==> config.mk <==
export PLATFORM = sky130hd
export DESIGN_NAME = apb_timer
export DESIGN_NICKNAME = d
export VERILOG_FILES = /design/src/rtl/apb_timer_pkg.sv /design/src/rtl/apb_timer_prescaler.sv /design/src/rtl/apb_timer.sv
export SDC_FILE = /design/constraint.sdc
export NUM_CORES = 1
export LEC_CHECK = 0
export CORE_MARGIN = 2
export CORE_UTILIZATION = 53
export CTS_CLUSTER_SIZE = 28
export DETAILED_ROUTE_END_ITERATION = 12
export GPL_TIMING_DRIVEN = 0
export PLACE_DENSITY = 0.83
export SLEW_MARGIN = 20
export SYNTH_ARGS = -nofsm -noshare
export SYNTH_HDL_FRONTEND = slang
export SYNTH_HIERARCHICAL = 1
export SYNTH_SLANG_ARGS = --single-unit
export TNS_END_PERCENT = 30
==> constraint.sdc <==
create_clock -name clk -period 3.25 [get_ports clk]
set_input_delay 0.975 -clock clk [delete_from_list [all_inputs] [get_ports clk]]
set_output_delay 0.975 -clock clk [all_outputs]
set_load 0.02 [all_outputs]
==> src/rtl/apb_timer_pkg.sv <==
// Shared constants for the APB timer: register byte offsets and CTRL/STATUS bit positions.
// The optional capture feature is enabled with the APB_TIMER_CAPTURE_EN macro.
package apb_timer_pkg;

    localparam int unsigned REG_WIDTH = 32;
    localparam int unsigned OFF_WIDTH = 5;

    // Byte offsets of the register map (paddr[4:2] selects the word)
    localparam logic [OFF_WIDTH-1:0] OFF_CTRL     = 5'h00;
    localparam logic [OFF_WIDTH-1:0] OFF_PRESCALE = 5'h04;
    localparam logic [OFF_WIDTH-1:0] OFF_COMPARE  = 5'h08;
    localparam logic [OFF_WIDTH-1:0] OFF_COUNT    = 5'h0C;
    localparam logic [OFF_WIDTH-1:0] OFF_STATUS   = 5'h10;
    localparam logic [OFF_WIDTH-1:0] OFF_CAPTURE  = 5'h14;

    // CTRL bit positions
    localparam int unsigned CTRL_ENABLE      = 0;
    localparam int unsigned CTRL_AUTO_RELOAD = 1;
    localparam int unsigned CTRL_IRQ_EN      = 2;
    localparam int unsigned CTRL_WIDTH       = 3;

    // STATUS bit positions
    localparam int unsigned STATUS_MATCH   = 0;
    localparam int unsigned STATUS_CAPTURE = 1;

endpackage

==> src/rtl/apb_timer_prescaler.sv <==
// Prescaler for the APB timer: counts 0..prescale while enabled and flags the terminal cycle.
// The tick output is combinational so the main counter advances in the terminal cycle itself.
module apb_timer_prescaler #(
    parameter int unsigned PRESCALE_WIDTH = 16
) (
    input  logic                      clk,
    input  logic                      rst,
    input  logic                      enable_i,
    input  logic                      clear_i,
    input  logic [PRESCALE_WIDTH-1:0] prescale_i,
    output logic                      tick_o
);

    localparam int unsigned PW = PRESCALE_WIDTH;

    logic [PW-1:0] cnt_q;
    logic [PW-1:0] cnt_d;

    // >= rather than == so a PRESCALE lowered below the running count ends the period at once
    assign tick_o = enable_i && (cnt_q >= prescale_i);

    // Next prescale count: restart on tick, clear when disabled or when COUNT is loaded
    always_comb begin
        cnt_d = cnt_q + PW'(1);
        if (!enable_i || clear_i || tick_o) begin
            cnt_d = '0;
        end
    end

    // Prescale count register
    always_ff @(posedge clk) begin
        if (rst) begin
            cnt_q <= '0;
        end else begin
            cnt_q <= cnt_d;
        end
    end

endmodule

==> src/rtl/apb_timer.sv <==
// APB3 timer/compare peripheral: prescaled up-counter, compare match with auto-reload or
// one-shot, level IRQ, zero-wait-state register access with pslverror on bad accesses.
// Define APB_TIMER_CAPTURE_EN to add the capture_in port and the CAPTURE register at 0x14.
module apb_timer
    import apb_timer_pkg::*;
#(
    parameter int unsigned ADDRESS_WIDTH  = 32,
    parameter int unsigned BUS_WIDTH      = 4,
    parameter int unsigned PRESCALE_WIDTH = 16
) (
    input  logic                     clk,
    input  logic                     rst,
    input  logic [ADDRESS_WIDTH-1:0] s_apb_paddr,
    input  logic                     s_apb_psel,
    input  logic                     s_apb_penable,
    output logic                     s_apb_pready,
    input  logic                     s_apb_pwrite,
    input  logic [BUS_WIDTH*8-1:0]   s_apb_pwdata,
    output logic [BUS_WIDTH*8-1:0]   s_apb_prdata,
    output logic                     s_apb_pslverror,
`ifdef APB_TIMER_CAPTURE_EN
    input  logic                     capture_in,
`endif
    output logic                     irq
);

    // Registers are 32 bits wide; only BUS_WIDTH == 4 is a supported configuration
    localparam int unsigned DW = BUS_WIDTH * 8;
    localparam int unsigned PW = PRESCALE_WIDTH;
`ifdef APB_TIMER_CAPTURE_EN
    localparam bit CAPTURE_EN = 1'b1;
`else
    localparam bit CAPTURE_EN = 1'b0;
`endif

    logic [CTRL_WIDTH-1:0] ctrl_q, ctrl_d;
    logic [PW-1:0]         prescale_q, prescale_d;
    logic [DW-1:0]         compare_q, compare_d;
    logic [DW-1:0]         count_q, count_d;
    logic                  match_q, match_d;
    logic [DW-1:0]         prdata_q;
    logic                  pslverror_q;
    logic                  irq_q, irq_d;

    logic [OFF_WIDTH-1:0]  offset_c;
    logic                  aligned_c;
    logic                  mapped_c;
    logic                  err_c;
    logic                  wr_en_c;
    logic                  status_w1c_c;
    logic                  count_load_c;
    logic                  tick_c;
    logic                  match_set_c;
    logic                  irq_src_c;
    logic [DW-1:0]         status_c;
    logic [DW-1:0]         rdata_c;
    logic                  addr_unused;

    // Address bits above the register window are ignored by design
    assign addr_unused = ^s_apb_paddr[ADDRESS_WIDTH-1:OFF_WIDTH];

    // Address decode shared by setup-phase read/error capture and access-phase write
    assign offset_c     = {s_apb_paddr[OFF_WIDTH-1:2], 2'b00};
    assign aligned_c    = (s_apb_paddr[1:0] == 2'b00);
    assign mapped_c     = (offset_c <= OFF_STATUS) || (CAPTURE_EN && (offset_c == OFF_CAPTURE));
    assign err_c        = !aligned_c || !mapped_c || (s_apb_pwrite && (offset_c == OFF_CAPTURE));
    assign wr_en_c      = s_apb_psel && s_apb_penable && s_apb_pwrite && !err_c;
    assign status_w1c_c = wr_en_c && (offset_c == OFF_STATUS);
    assign count_load_c = wr_en_c && (offset_c == OFF_COUNT);

    assign s_apb_pready    = s_apb_psel && s_apb_penable;
    assign s_apb_prdata    = prdata_q;
    assign s_apb_pslverror = pslverror_q;
    assign irq             = irq_q;

    apb_timer_prescaler #(
        .PRESCALE_WIDTH (PRESCALE_WIDTH)
    ) u_prescaler (
        .clk        (clk),
        .rst        (rst),
        .enable_i   (ctrl_q[CTRL_ENABLE]),
        .clear_i    (count_load_c),
        .prescale_i (prescale_q),
        .tick_o     (tick_c)
    );

`ifdef APB_TIMER_CAPTURE_EN
    logic [2:0]    cap_sync_q;
    logic          cap_edge_c;
    logic [DW-1:0] capture_q;
    logic          cap_flag_q, cap_flag_d;

    // cap_sync_q[1:0] is the synchroniser, cap_sync_q[2] the previous synchronised level
    assign cap_edge_c = cap_sync_q[1] && !cap_sync_q[2];
    // Hardware set wins over a same-cycle write-one-to-clear
    assign cap_flag_d = (cap_flag_q && !(status_w1c_c && s_apb_pwdata[STATUS_CAPTURE])) || cap_edge_c;
    assign irq_src_c  = match_q || cap_flag_q;

    // Synchronise capture_in and latch COUNT on its rising edge
    always_ff @(posedge clk) begin
        if (rst) begin
            cap_sync_q <= '0;
            capture_q  <= '0;
            cap_flag_q <= 1'b0;
        end else begin
            cap_sync_q <= {cap_sync_q[1:0], capture_in};
            cap_flag_q <= cap_flag_d;
            if (cap_edge_c) begin
                capture_q <= count_q;
            end
        end
    end
`else
    assign irq_src_c = match_q;
`endif

    // STATUS read view
    always_comb begin
        status_c               = '0;
        status_c[STATUS_MATCH] = match_q;
`ifdef APB_TIMER_CAPTURE_EN
        status_c[STATUS_CAPTURE] = cap_flag_q;
`else
        status_c[STATUS_CAPTURE] = 1'b0;
`endif
    end

    // Read data mux; erroring accesses return zero
    always_comb begin
        rdata_c = '0;
        case (offset_c)
            OFF_CTRL:     rdata_c = DW'(ctrl_q);
            OFF_PRESCALE: rdata_c = DW'(prescale_q);
            OFF_COMPARE:  rdata_c = compare_q;
            OFF_COUNT:    rdata_c = count_q;
            OFF_STATUS:   rdata_c = status_c;
`ifdef APB_TIMER_CAPTURE_EN
            OFF_CAPTURE:  rdata_c = capture_q;
`endif
            default:      rdata_c = '0;
        endcase
        if (err_c) begin
            rdata_c = '0;
        end
    end

    // Counter/compare update followed by register writes, which take priority
    always_comb begin
        ctrl_d      = ctrl_q;
        prescale_d  = prescale_q;
        compare_d   = compare_q;
        count_d     = count_q;
        match_set_c = 1'b0;

        if (tick_c) begin
            if (count_q == compare_q) begin
                match_set_c = 1'b1;
                if (ctrl_q[CTRL_AUTO_RELOAD]) begin
                    count_d = '0;
                end else begin
                    ctrl_d[CTRL_ENABLE] = 1'b0;
                end
            end else begin
                count_d = count_q + DW'(1);
            end
        end

        if (wr_en_c) begin
            case (offset_c)
                OFF_CTRL:     ctrl_d     = s_apb_pwdata[CTRL_WIDTH-1:0];
                OFF_PRESCALE: prescale_d = s_apb_pwdata[PW-1:0];
                OFF_COMPARE:  compare_d  = s_apb_pwdata;
                OFF_COUNT:    count_d    = s_apb_pwdata;
                default:      ;
            endcase
        end

        // Hardware set wins over a same-cycle write-one-to-clear
        match_d = (match_q && !(status_w1c_c && s_apb_pwdata[STATUS_MATCH])) || match_set_c;
        irq_d   = ctrl_q[CTRL_IRQ_EN] && irq_src_c;
    end

    // Register file, APB response registers and IRQ
    always_ff @(posedge clk) begin
        if (rst) begin
            ctrl_q      <= '0;
            prescale_q  <= '0;
            compare_q   <= '0;
            count_q     <= '0;
            match_q     <= 1'b0;
            prdata_q    <= '0;
            pslverror_q <= 1'b0;
            irq_q       <= 1'b0;
        end else begin
            ctrl_q     <= ctrl_d;
            prescale_q <= prescale_d;
            compare_q  <= compare_d;
            count_q    <= count_d;
            match_q    <= match_d;
            irq_q      <= irq_d;
            if (s_apb_psel && !s_apb_penable) begin
                prdata_q    <= rdata_c;
                pslverror_q <= err_c;
            end
        end
    end

endmodule

==> impl_metrics.json, run 1 <==
{
  "relSlewSlack_pct": 35.4,
  "drt_iter0_drc": 965,
  "ys_ff_latch": 134,
  "use_met1_pct": 41.8,
  "wl_per_cell_um": 19.2,
  "die_area_um2": 14800,
  "setup_violations": 0,
  "crit_arrival_ps": 3520,
  "synth.avg_cell_area_um2": 8.29,
  "nFillCells": 1048,
  "worstHoldPathType": "reg2reg",
  "cp-end-kind": "flip-flop",
  "cts_hold_buffers": 0,
  "placedCellCount": 1136,
  "rsz0062_at_grt": "true",
  "hold_depth": 2,
  "cts_sinks": 134,
  "final_common_cell": "dfxtp_1",
  "cts_root_buffer": "clkbuf_16",
  "grtUsageMet2_pct": 46.8,
  "yosys.area.top_type": "dfxtp_1",
  "cts_tree": "yes",
  "grtUsageTotal_pct": 30.4,
  "firstDrtPassIters": 6,
  "port_buffers": 76,
  "grt_pass1_wl_mm": 34.4,
  "routed_wl_mm": 22.5,
  "syn_nets": 971,
  "worst_slew_pin_slew_ps": 967,
  "yosys-top-cells-area": "dfxtp_1 37%, nor2_1 5.3%, nand2_1 5.0%",
  "antenna_found_initial": 0,
  "reg2regPathDepth": 13,
  "ys_types": 67,
  "crit_fanout": 10,
  "path_class": "in2reg",
  "busiest_layer": "met2",
  "synth-edff-count": 0,
  "finish.utilization_pct": 66.9,
  "hpwlAfterDp_mm": 16.0,
  "cts_buffers": 17,
  "syn_area_um2": 7330,
  "skew_ps": 8.46,
  "p_leak_nw": 2.98,
  "power.density_nw_per_um2": 532,
  "cpMaxStageDelayCell": "clkdlybuf4s50_1",
  "postSynthCellCount": 884,
  "min_from": "s_apb_pslverror",
  "slew_violations": 0,
  "mostFrequentLayoutCells": "134 x dfxtp_1, 103 x nor2_1, 96 x nand2_1",
  "period_minus_slack_ps": 3200,
  "die_h_um": 122,
  "io_pins": 104,
  "crit_path_max_incr_delay_ps": 500,
  "r2r-start": "u_prescaler/cnt_q[0]",
  "crit_start": "s_apb_paddr[2]",
  "clock.fmax_mhz": 312,
  "crit_required_ps": 3570,
  "initial_core_util_pct": 54.7,
  "drc": 0,
  "die_w_um": 122,
  "synth_top_area_share_pct": 36.6,
  "hold_viol": 0,
  "rows": 42,
  "status": "completed",
  "area_delta_synth_final_pct": 22.3,
  "use_met3_pct": 6.09,
  "layout-drive-gt1-share_pct": 11.5,
  "synthFlopType": "dfxtp_1",
  "h-tree-depth": 4,
  "clkLatencyLatePin_ps": 430,
  "grt_pass1_vias": 6530,
  "fin_nets": 1069,
  "clockBufferDepth": 2,
  "start_kind": "input port",
  "finalCritPeriodShare_pct": 98.6,
  "drv_cap": 0,
  "avgViaCountPerCell": 6.16,
  "gp_congestion": 0.975,
  "layoutNonFillerInstCount": 1171,
  "cts.clk_slew.worst_paths_ps": 60,
  "yosysWarnings": 6,
  "drtAntennaViolNets": 0,
  "vias": 7214,
  "grt-ovfl-total": 0,
  "diodes": 0,
  "crit_chain": "clkdlybuf4s50_1 > or2_2 > a211oi_2 > nand4_1 > inv_2 > buf_2 > nor2_1 > nand2_2 > clkbuf_8 > nor3_2",
  "grt_max_degree": 17,
  "async_flop_share_pct": 0,
  "ys_seq_area_share_pct": 36.6,
  "core_um2": 13400,
  "peakVddDrop_mv": 0.417
}
==> Yosys cell counts, types with 18 or more instances <==
| master | instances |
|---|---|
| clkbuf_1 | 49 |
| nand2_1 | 97 |
| nor2_1 | 103 |
| inv_1 | 24 |
| nand3_1 | 25 |
| mux2i_1 | 19 |
| nand2b_1 | 30 |
| nand4_1 | 20 |
| a22oi_1 | 31 |
| a21oi_1 | 71 |
| ha_1 | 18 |
| dfxtp_1 | 134 |
| mux2_2 | 24 |
| xnor2_1 | 38 |
| a211oi_1 | 20 |
| nor3_1 | 25 |
==> metal layers <==
layer  up-vias  share of wire (%)
li1       3337                  -
met1      3377                 41
met2       444                 45
met3        56                 11
met4         0                3.2
met5         -                  0
==> logic make-up after synthesis <==
kind of cell | synth area share [%]
AND/OR/NAND/NOR | 24.2
AO/OA/AOI/OAI | 18.8
flip-flops | 36.6
buffers and inverters | 5.00
XOR/XNOR | 5.50
multiplexers | 6.90
adder cells (fa/ha/maj) | 3.07
==> final cells by class <==
type	count	area [um^2]	share of cell area (%)
Clock inverter	14	174	1.94
Inverter	24	90.1	1.00
Multi-Input combinational cell	660	4290	47.9
Timing Repair Buffer	79	782	8.72
Tap cell	176	220	2.46
Buffer	66	293	3.27
Sequential cell	134	2680	29.9
Clock buffer	18	429	4.79
==> worst max-delay path, delay by kind of cell <==
kind            cells  cell delay [ps]
compound gates      1              300
buf+inv             4             1230
simple gates        5             1000
==> sequential cells by signal, summed over array words and instances, names as in the netlist <==
name,count
count_q,32
prescale_q,16
s_apb_pslverror,1
irq_src_c,1
irq,1
u_prescaler/cnt_q,16
s_apb_prdata,32
ctrl_q,3
compare_q,32
==> power breakdown <==
| part | total (W) | internal (W) | switching (W) |
|---|---|---|---|
| registers | 0.00180 | 0.00171 | 0.0000911 |
| clock network | 0.00200 | 0.00121 | 0.000787 |
| logic | 0.000970 | 0.000332 | 0.000637 |
==> final timing paths <==
kind / endpoint / slack (ps)
worst max register to register: count_q[10] / 90
worst max-delay path: u_prescaler/cnt_q[12] / 50
worst min register to register: s_apb_pslverror / 460
worst min-delay path: s_apb_pslverror / 460
==> metrics by stage <==
stage                     setup TNS [ps]  hold WS [ps]  total power (W)  instance area (um^2)  setup WS, ps
after detailed placement          -32900           451          0.00275                  8310         -1080
final                                  0           455          0.00477                  8960          46.3
after global placement            -28370           448          0.00273                  8310          -952
after global routing                -118           500          0.00489                  8960         -44.4
after floorplan                        0           419          0.00242                  7330           160
after CTS                              0           459          0.00473                  8940          10.7
==> what timing repair did <==
| item | CTS | global route |
|---|---|---|
| setup buffers | 1 | 2 |
| hold endpoints to repair | 0 | 0 |
| endpoints found under the setup margin | 51 | 55 |
| resized for setup | 8 | 7 |
| pin swaps | 1 | 2 |
(Power assumes the default switching activity.)
==> inputs of run 2 (changes only) <==
--- a/config.mk
+++ b/config.mk
@@ -16,4 +16,4 @@
 export SYNTH_HDL_FRONTEND = slang
 export SYNTH_HIERARCHICAL = 1
 export SYNTH_SLANG_ARGS = --single-unit
-export TNS_END_PERCENT = 30
+export TNS_END_PERCENT = 20
==> run 2 against run 1 <==
The run now ends with setup timing left. Register-to-register slack lost 170 ps. Count of clock-buffer cells in the layout is the same. Die area unchanged.
==> impl_metrics.json, run 2 (synthesis gave the netlist of run 1 again) <==
{
  "status": "finished with violations",
  "violations": "setup timing",
  "grt-ovfl-total": 0,
  "clock.fmax_mhz": 300,
  "cts_sinks": 134,
  "drc": 0,
  "routed_wl_mm": 22.5,
  "setup_violations": 11,
  "grtUsageTotal_pct": 30.4,
  "drv_cap": 0,
  "die_area_um2": 14800,
  "r2r-start": "prescale_q[15]",
  "p_total_w": 0.00477,
  "io_pins": 104,
  "clockBufferDepth": 2,
  "layout-drive-gt1-share_pct": 11.3,
  "h-tree-depth": 4,
  "area_delta_synth_final_pct": 22.1,
  "diodes": 0,
  "grt_pass1_wl_mm": 34.4,
  "rows": 42,
  "crit_required_ps": 3550,
  "antenna_found_initial": 0,
  "cp-end-kind": "flip-flop",
  "die_w_um": 122,
  "skew_ps": 7.20,
  "initial_core_util_pct": 54.7,
  "avgViaCountPerCell": 6.19,
  "mostFrequentLayoutCells": "134 x dfxtp_1, 103 x nor2_1, 96 x nand2_1",
  "drtAntennaViolNets": 0,
  "vias": 7236,
  "port_buffers": 76,
  "peakVddDrop_mv": 0.421,
  "gp_congestion": 0.975,
  "wl_per_cell_um": 19.2,
  "cts.clk_slew.worst_paths_ps": 60,
  "finish.utilization_pct": 66.8,
  "cts_tree": "yes",
  "cts_buffers": 17,
  "worstHoldPathType": "reg2reg",
  "grt_max_degree": 17,
  "min_from": "s_apb_pslverror",
  "clkLatencyLatePin_ps": 430,
  "firstDrtPassIters": 7,
  "core_um2": 13400,
  "grt_pass1_vias": 6530,
  "cts_root_buffer": "clkbuf_16",
  "die_h_um": 122,
  "hpwlAfterDp_mm": 16.0,
  "hold_viol": 0,
  "crit_start": "prescale_q[15]",
  "slew_violations": 0,
  "rsz0062_at_grt": "true",
  "final_common_cell": "dfxtp_1",
  "power.density_nw_per_um2": 533,
  "start_kind": "flip-flop",
  "worst_slew_pin_slew_ps": 975,
  "path_class": "reg2reg",
  "p_leak_nw": 2.98,
  "finalCritPeriodShare_pct": 102,
  "period_minus_slack_ps": 3330,
  "relSlewSlack_pct": 34.4,
  "crit_arrival_ps": 3630,
  "drt_iter0_drc": 947,
  "finalWorstSetupSlack_ps": -78.7,
  "crit_fanout": 10,
  "place_ws_ps": -1080,
  "fin_nets": 1067
}
## run 2: worst paths after layout
kind / endpoint / slack [ps] / cells past startpoint
hold reg to reg: s_apb_pslverror / 460 / 2
setup / recovery: count_q[14] / -80 / 11
setup reg to reg: count_q[14] / -80 / 11
hold / removal: s_apb_pslverror / 460 / 2
## run 2: per-stage QoR
step / TNS [ps] / area, um^2 / cells / hold slack [ps]
CTS: 0 / 8940 / 1169 / 459
global placement: -28370 / 8310 / 1136 / 448
detailed placement: -32900 / 8310 / 1136 / 451
finish: -230 / 8950 / 1169 / 456
floorplan: 0 / 7330 / 884 / 419
global route: -1470 / 8950 / 1169 / 500
## run 2: timing repair
action,CTS,global route
pin swaps,1,1
endpoints found under the setup margin,51,55
hold buffers,0,0
gates resized for setup,8,7
setup buffers,1,0
## run 2: where the power goes
group          total, W  internal [W]  switching [W]
Combinational  0.000971      0.000332       0.000639
Sequential      0.00180       0.00171      0.0000911
Clock           0.00200       0.00121       0.000789
## run 2: cell type report
class / count / area [um^2]
Fill cell: 1056 / 4450
Sequential cell: 134 / 2680
Buffer: 66 / 293
Inverter: 24 / 90.1
Clock buffer: 18 / 429
Multi-Input combinational cell: 660 / 4290
Tap cell: 176 / 220
Timing Repair Buffer: 77 / 767
Clock inverter: 14 / 174
## run 2: critical path, stage by stage, from the launching register on
cell	delay [ps]
dfxtp_1	370
inv_1	60
ha_1	330
and4_1	270
nand2_1	110
o31ai_4	440
and2_1	290
inv_1	230
a31oi_2	390
clkbuf_2	330
a21boi_0	270
o41ai_2	110
## run 2: per-layer routing
| metal | track usage [%] | up-vias | part of all wire [%] | routed length [um] |
|---|---|---|---|---|
| li1 | - | 3343 | - | - |
| met1 | 41.8 | 3387 | 42 | 9340 |
| met2 | 46.8 | 448 | 45 | 10100 |
| met3 | 6.09 | 58 | 10 | 2330 |
| met4 | 12.6 | 0 | 3.4 | 756 |
| met5 | 0 | - | 0 | 0 |
